$ cat config.mk
export PLATFORM = sky130hd
export DESIGN_NAME = excess3_serial_tx_flat
export DESIGN_NICKNAME = d
export VERILOG_FILES = /design/src/rtl/excess3_serial_tx_if.sv /design/src/rtl/excess3_serial_tx.sv /design/src/flat_wrapper.sv
export SDC_FILE = /design/constraint.sdc
export NUM_CORES = 1
export LEC_CHECK = 0
export CORE_MARGIN = 2
export CORE_UTILIZATION = 45
export CTS_CLUSTER_DIAMETER = 40
export DETAILED_ROUTE_END_ITERATION = 6
export GPL_TIMING_DRIVEN = 0
export PLACE_DENSITY = 0.75
export SLEW_MARGIN = 20
export SYNTH_ARGS = -nofsm -noshare
export SYNTH_HDL_FRONTEND = slang
export SYNTH_SLANG_ARGS = --single-unit
$ cat constraint.sdc
create_clock -name clk -period 1.8 [get_ports clk]
set_clock_uncertainty 0.2 [all_clocks]
set_input_delay 0.18 -clock clk [delete_from_list [all_inputs] [get_ports clk]]
set_output_delay 0.18 -clock clk [all_outputs]
set_load 0.02 [all_outputs]
$ cat src/rtl/excess3_serial_tx_if.sv
`default_nettype none
// ---------------------------------------------------------------------------
// excess3_serial_tx_if : BCD word handshake into the excess-3 serial transmitter
// Revision 1.0
// ---------------------------------------------------------------------------
interface excess3_serial_tx_if #(
  parameter int DIGITS = 2
) ();
  logic [4*DIGITS-1:0] din;
  logic                din_valid;
  logic                din_ready;

  modport master (output din, output din_valid, input  din_ready);
  modport slave  (input  din, input  din_valid, output din_ready);
endinterface
`default_nettype wire

$ cat src/rtl/excess3_serial_tx.sv
`default_nettype none
// ---------------------------------------------------------------------------
// excess3_serial_tx : BCD word -> excess-3 codes, shifted out LSB first
// Revision 1.0
// ---------------------------------------------------------------------------
module excess3_serial_tx #(
  parameter int DIGITS = 2
) (
  input  logic                    clk,
  input  logic                    rst_n,
  excess3_serial_tx_if.slave      in_if,
  output logic                    x,
  output logic                    frame,
  output logic                    last,
  output logic                    busy,
  output logic                    err
);

  localparam int             WIDTH = 4 * DIGITS;
  localparam int             CW    = $clog2(WIDTH);
  localparam logic [CW-1:0]  LAST  = CW'(WIDTH - 1);

  typedef enum logic [0:0] {
    IDLE  = 1'b0,
    SHIFT = 1'b1
  } state_t;

  state_t            state_q, state_d;
  logic [CW-1:0]     cnt_q, cnt_d;
  logic [WIDTH-1:0]  sr_q, sr_d;
  logic              frame_q, frame_d;
  logic              last_q, last_d;
  logic              err_q, err_d;
  logic              accept;
  logic              din_ready;

  logic [WIDTH-1:0]  codes;
  logic [DIGITS-1:0] bad;

  // Out-of-range digits transmit as 0000 and flag the whole word.
  for (genvar i = 0; i < DIGITS; i++) begin : g_digit
    logic [3:0] d;
    assign d                = in_if.din[4*i +: 4];
    assign bad[i]           = (d > 4'd9);
    assign codes[4*i +: 4]  = bad[i] ? 4'd0 : (d + 4'd3);
  end

  assign din_ready       = (state_q == IDLE) || last_q;
  assign in_if.din_ready = din_ready;

  always_comb begin
    accept  = in_if.din_valid && din_ready;
    state_d = state_q;
    cnt_d   = cnt_q;
    sr_d    = sr_q;
    err_d   = 1'b0;
    if (accept) begin
      state_d = SHIFT;
      cnt_d   = '0;
      sr_d    = codes;
      err_d   = |bad;
    end else if (state_q == SHIFT) begin
      if (last_q) begin
        state_d = IDLE;
        cnt_d   = '0;
        sr_d    = '0;
      end else begin
        cnt_d   = cnt_q + CW'(1);
        sr_d    = sr_q >> 1;
      end
    end
    // Strobes are decoded from next-state values so they leave flops.
    frame_d = (state_d == SHIFT) && (cnt_d[1:0] == 2'b00);
    last_d  = (state_d == SHIFT) && (cnt_d == LAST);
  end

  always_ff @(posedge clk or negedge rst_n) begin
    if (!rst_n) begin
      state_q <= IDLE;
      cnt_q   <= '0;
      sr_q    <= '0;
      frame_q <= 1'b0;
      last_q  <= 1'b0;
      err_q   <= 1'b0;
    end else begin
      state_q <= state_d;
      cnt_q   <= cnt_d;
      sr_q    <= sr_d;
      frame_q <= frame_d;
      last_q  <= last_d;
      err_q   <= err_d;
    end
  end

  assign x     = sr_q[0];
  assign frame = frame_q;
  assign last  = last_q;
  assign busy  = (state_q == SHIFT);
  assign err   = err_q;

endmodule
`default_nettype wire

$ cat src/flat_wrapper.sv
// flat-port wrapper written by rule: the top's interface ports become plain ports
module excess3_serial_tx_flat 
#(
  parameter int DIGITS = 2
)
  (clk, rst_n, x, frame, last, busy, err, in_if_din, in_if_din_valid, in_if_din_ready);
  excess3_serial_tx_if #(.DIGITS(DIGITS)) in_if_i ();
  input  logic clk;
  input  logic rst_n;
  output logic x;
  output logic frame;
  output logic last;
  output logic busy;
  output logic err;
  input wire logic [$bits(in_if_i.din)-1:0] in_if_din;
  input wire logic [$bits(in_if_i.din_valid)-1:0] in_if_din_valid;
  output wire logic [$bits(in_if_i.din_ready)-1:0] in_if_din_ready;
  assign in_if_i.din = in_if_din;
  assign in_if_i.din_valid = in_if_din_valid;
  assign in_if_din_ready = in_if_i.din_ready;
  excess3_serial_tx #(.DIGITS(DIGITS)) u_core (.clk(clk), .rst_n(rst_n), .in_if(in_if_i), .x(x), .frame(frame), .last(last), .busy(busy), .err(err));
endmodule
======== After elaboration in Yosys (flattened, before gate mapping) ========
Cells that the tools add are included.
storage, ports and cells
  register bits ........................... 15
  input port bits ......................... 11
  output and inout bits ................... 6
  logic and storage cells ................. 32
operators by class
  add/sub/neg operators ................... 3
  $lt $le $gt $ge ......................... 2
  eq/ne operators ......................... 1
  multiplexer cells ....................... 12
  bitwise operators ....................... 1
  reductions and logical operators ........ 7
operators by type and width
  kind                                                            count
  8-bit 2-to-1 mux                                                2
  3-bit 2-to-1 mux                                                3
  4-bit by 2-bit adder with 4-bit output (second input constant)  2
  4-bit > comparator (second input constant)                      2
  4-bit 2-to-1 mux                                                2
  7-bit 2-to-1 mux                                                1
  1-bit 2-to-1 mux                                                4
  3-bit by 1-bit adder with 3-bit output (second input constant)  1
  3-bit equality test (second input constant)                     1
  1-bit logical AND                                               3
  2-bit zero test                                                 1
  2-bit nonzero test                                              1
  2-bit OR reduction                                              1
  1-bit logical OR                                                1
  1-bit NOT                                                       1

======== Logic depth before layout (Yosys ltp) ========
  depth in word-level cells ............... 6
  depth in mapped cells ................... 6
  mapped depth without buffers ............ 6

======== Worst setup path before layout ========
No wires, ideal clock.
  path kind ............................... flip-flop to flip-flop
  from .................................... register u_core.state_q, in the netlist u_core.busy
  to ...................................... register u_core.sr_q[6]
  library setup time ...................... 0.126 ns
  arrival ................................. 1.274 ns
  data required time ...................... 1.474 ns
  slack ................................... 0.200 ns
  stages on the path, launching flop included .. 7
  buffers on the path ..................... 0
  cells stage by stage .................... dfrtp_1 inv_2 nor2_8 inv_4 nand2_4 nor3b_1 a221o_1
on the way
  cells in the longest elaborated chain, start to end .. 4
RTL lines
  what                                                    line                     source
  start, declared                                         excess3_serial_tx.sv:28  state_t state_q, state_d;
  start signal, assigned                                  excess3_serial_tx.sv:86  state_q <= state_d;
  1-bit NOT (*)                                           excess3_serial_tx.sv:48  assign din_ready = (state_q == IDLE) || last_q;
  1-bit logical OR (*)                                    excess3_serial_tx.sv:48
  net in_if_din_ready                                     flat_wrapper.sv:17       output wire logic [$bits(in_if_i.din_ready)-1:0] in_if_din_ready;
  1-bit logical AND (*)                                   excess3_serial_tx.sv:52  accept = in_if.din_valid && din_ready;
  8-bit 2-to-1 mux or 2-bit nonzero test (tied branches)  n/a
  end signal, assigned                                    excess3_serial_tx.sv:88  sr_q <= sr_d;
  end, declared                                           excess3_serial_tx.sv:30  logic [WIDTH-1:0] sr_q, sr_d;
The timed path passes the listed nets; every way through them passes the cells marked *.
A chain may end at the register's enable or synchronous reset.

======== Worst setup path in the final report ========
  from .................................... input in_if_din[4]
  to ...................................... register u_core.sr_q[6]
on the way
  cells in the longest elaborated chain, start to end .. 3
RTL lines
  what                                                                          line                                              source
  start, declared                                                               flat_wrapper.sv:15                                input wire logic [$bits(in_if_i.din)-1:0] in_if_din;
  4-bit by 2-bit adder with 4-bit output or 4-bit > comparator (tied branches)  excess3_serial_tx.sv:45, excess3_serial_tx.sv:44
  4-bit 2-to-1 mux (*)                                                          excess3_serial_tx.sv:45                           assign codes[4*i +: 4] = bad[i] ? 4'd0 : (d + 4'd3);
  8-bit 2-to-1 mux (*)                                                          excess3_serial_tx.sv:57                           if (accept) begin
Mark *: on every way between the ends. The rest lies on a longest branch, timed or not.

==> run_results.csv <==
group,metric,value,unit
route,drtPass1Iterations,4,
floorplanning,initial_core_util,48.0,%
global_route,overflow,0,
synthesis,yosysWarnings,0,
clock_tree,clk_latency,0.27,ns
global_route,grt_first_pass_wirelength,2.73,mm
floorplanning,die_x,46.9,um
timing,tightest_slew,0.637,ns
power_and_ir_drop,vdd_ir_drop_max,0.000888,V
synthesis,synthSimpleGateAreaFrac,16.9,%
route,drtIter0Drc,20,
floorplanning,design.portCount,17,
place,place_ws,-0.331,ns
synthesis,yosys.area.top_type,"dfrtp_1",
worst_setup_path,cp_data_arrival_time,1.70,ns
route,drc,0,
synthesis,synth_seq_cells,15,
global_route,grt.total_usage,18.4,%
power_and_ir_drop,powerDensity,1330,nW/um2
floorplanning,die-area,2200,um2
timing,fin_crit_sh,96.6,%
floorplanning,core_area,1730,um2
clock_tree,root_buffer,"clkbuf_4",
timing,clock.fmax,0.575,GHz
layout,antenna_cells,0,
worst_setup_path,ff2ff_setup_slack,0.30,ns
worst_setup_path,cp_max_fo,4,
worst_setup_path,crit_required,1.76,ns
place,place.gp.congestion,0.807,
clock_tree,path_clk_slew,0.08,ns
clock_tree,cts_buffer_depth,2,
global_route,grt_max_degree,16,
route,route.met3.wl,74,um
clock_tree,htree_num_levels,1,
floorplanning,die_y,46.9,um
clock_tree,cts_sinks,15,
worst_setup_path,rr_startpoint,"u_core.busy",
synthesis,netlist_top_cells_count,"dfrtp_1, nand2_1, a21oi_1, inv_1, nor2_1",
layout,layoutNonFillerInstCount,128,
global_route,grt_pass1_vias,676,
worst_setup_path,cp-start-kind,"input port",
timing,setup_ws,0.0610,ns
synthesis,synth_edf_count,0,
synthesis,syn-cell-area,830,um2
synthesis,syn_avg_cell_area,10.1,um2
worst_setup_path,worst-setup-path-type,"in2reg",
synthesis,synth_cells,82,
layout,num-fill-cells,156,
synthesis,synth_area_leaders,"dfrtp_1, ha_1, a221o_1, a21oi_1, nand2_1",
synthesis,async_flop_share,100,%
synthesis,synth_seq_area_share,45.2,%
min_path,hold_class,"in2async",
synthesis,synth_top_family_by_area,"compound AO/OA/AOI/OAI gates",
place,dp_hpwl,1.31,mm
timing,min_period,1.74,ns
power_and_ir_drop,p_leak,0.506,nW
clock_tree,cts_tree,"built",
layout,drive_above_1_share,17.5,%
timing,setup_viol,0,
synthesis,synth_adder_area_share,7.54,%
synthesis,synthMostInstantiatedCell,"dfrtp_1",
route,vias,701,
synthesis,yosys.area_share.xor_xnor,2.11,%
route,wl_per_cell,13.4,um
flow_run,maxCapViolCount,0,
synthesis,syn-num-nets,98,
worst_setup_path,cp-startpoint,"in_if_din[4]",
timing,hold_viol_final,0,
synthesis,synth.distinct_cells,32,
worst_setup_path,rr_worst_depth,6,
synthesis,ys.flop_type,"dfrtp_1",
route,top_layer,"met4",
clock_tree,numCtsBuffers,3,
layout,area.growth.synth_to_final,28.8,%
worst_setup_path,reg2reg_to,"u_core.sr_q[6]",
route,wirelength_met1,771,um
timing,slew_viol_final,0,
floorplanning,row_count,15,
status,status,"complete, no violations",
route,wl_met2,853,um
route,ant_nets,0,
worst_setup_path,endpoint_kind,"flop",
synthesis,synth.top_cell.area_share,45.2,%
place,portBuffers,16,
synthesis,synthMuxAreaShare,1.36,%
timing,rsz0062_at_grt,"yes",
route,wirelength,1.71,mm
layout,final_nets,120,
place,place_inst,123,
route,detail_route.vias_per_cell,5.48,
global_route,grt_antenna_before_repair,0,
synthesis,synth-compound-area-share,22.9,%
timing,relSlewSlack,57.4,%
sequential cells by signal, indices dropped and copies added (netlist names):
signal and cells:
u_core.last 1, u_core.sr_q 8, u_core.err 1, u_core.frame 1, u_core.cnt_q 3, u_core.busy 1
placed cells by master, fill, tap and decap left out, drive strengths merged:
master / count
nor2: 7
dfrtp: 15
o31ai: 1
buf: 1
inv: 8
o21bai: 1
a22oi: 3
dlygate4sd2: 2
and3: 1
a21oi: 6
dlymetal6s2s: 1
o2bb2ai: 1
clkdlybuf4s50: 13
nor3: 3
a31o: 1
o21a: 2
ha: 5
o21ai: 3
a221o: 5
nor2b: 1
clkinv: 1
clkbuf: 3
a31oi: 1
xnor2: 1
nand2: 9
xor2: 1
mux2: 1
nand2b: 2
a32o: 1
nor3b: 1
a21o: 1
or3b: 1
power breakdown:
group / internal (mW) / switching (mW) / leakage (nW)
registers: 0.468 / 0.0959 / 0.191
logic: 0.320 / 0.359 / 0.297
clock network: 0.0824 / 0.100 / 0.0177
total: 0.870 / 0.555 / 0.506
critical path, stage by stage:
cell,delay [ns]
clkdlybuf4s50_1,0.53
inv_1,0.07
ha_1,0.23
o21bai_2,0.19
nand2_1,0.09
nor3b_1,0.15
a221o_1,0.27
final cells by class:
class                   instances  area (um2)  area share, %
flip-flops and latches         15         378           35.4
inverters                       8        35.0           3.28
clock inverters                 1        5.00          0.468
multi-input cells              59         429           40.2
repair buffers                 17         168           15.7
clock buffers                   3        22.5           2.11
well taps                      25        31.3           2.93
routing by layer:
layer / vias to the layer above / GRT usage (%)
li1: 349 / -
met1: 337 / 23.1
met2: 13 / 29.9
met3: 2 / 3.46
met4: 0 / 10.0
met5: - / 0
repair_timing:
action	in CTS	in global routing
hold buffers	0	0
hold endpoints to repair	0	0
setup buffers	0	1
gates cloned	0	0
resized for setup	5	4
pin swaps	0	2
endpoints found under the setup margin	4	5
cells by family after synthesis:
| family | Yosys count |
|---|---|
| mux | 1 |
| compound gates | 26 |
| buf+inv | 8 |
| fa+ha+maj | 5 |
| xor+xnor | 2 |
| flops | 15 |
| simple gates | 25 |
worst max path at each step:
| stage | end | cells after the start |
|---|---|---|
| 6_report | u_core.sr_q[6] | 7 |
| 5_1_grt | u_core.sr_q[6] | 7 |
| 4_1_cts | u_core.sr_q[6] | 7 |
| 3_5_place_dp | u_core.sr_q[0] | 7 |
| 3_3_place_gp | u_core.sr_q[0] | 7 |
| 2_1_floorplan | u_core.sr_q[6] | 6 |
through the flow:
step / hold WS, ns / setup TNS [ns] / instance area, um2 / power [mW] / utilization, %
final: 0.0923 / 0 / 1070 / 1.43 / 61.9
after global routing: 0.136 / -0.00496 / 1070 / 1.54 / 61.9
after CTS: 0.0992 / 0 / 1050 / 1.43 / 60.9
after detailed placement: 0.309 / -1.68 / 1020 / 1.25 / 59.1
after global placement: 0.304 / -1.20 / 1020 / 1.23 / 59.1
after floorplan: -0.316 / 0 / 830 / 1.01 / -
No activity file was read; power rests on OpenSTA's default activity.
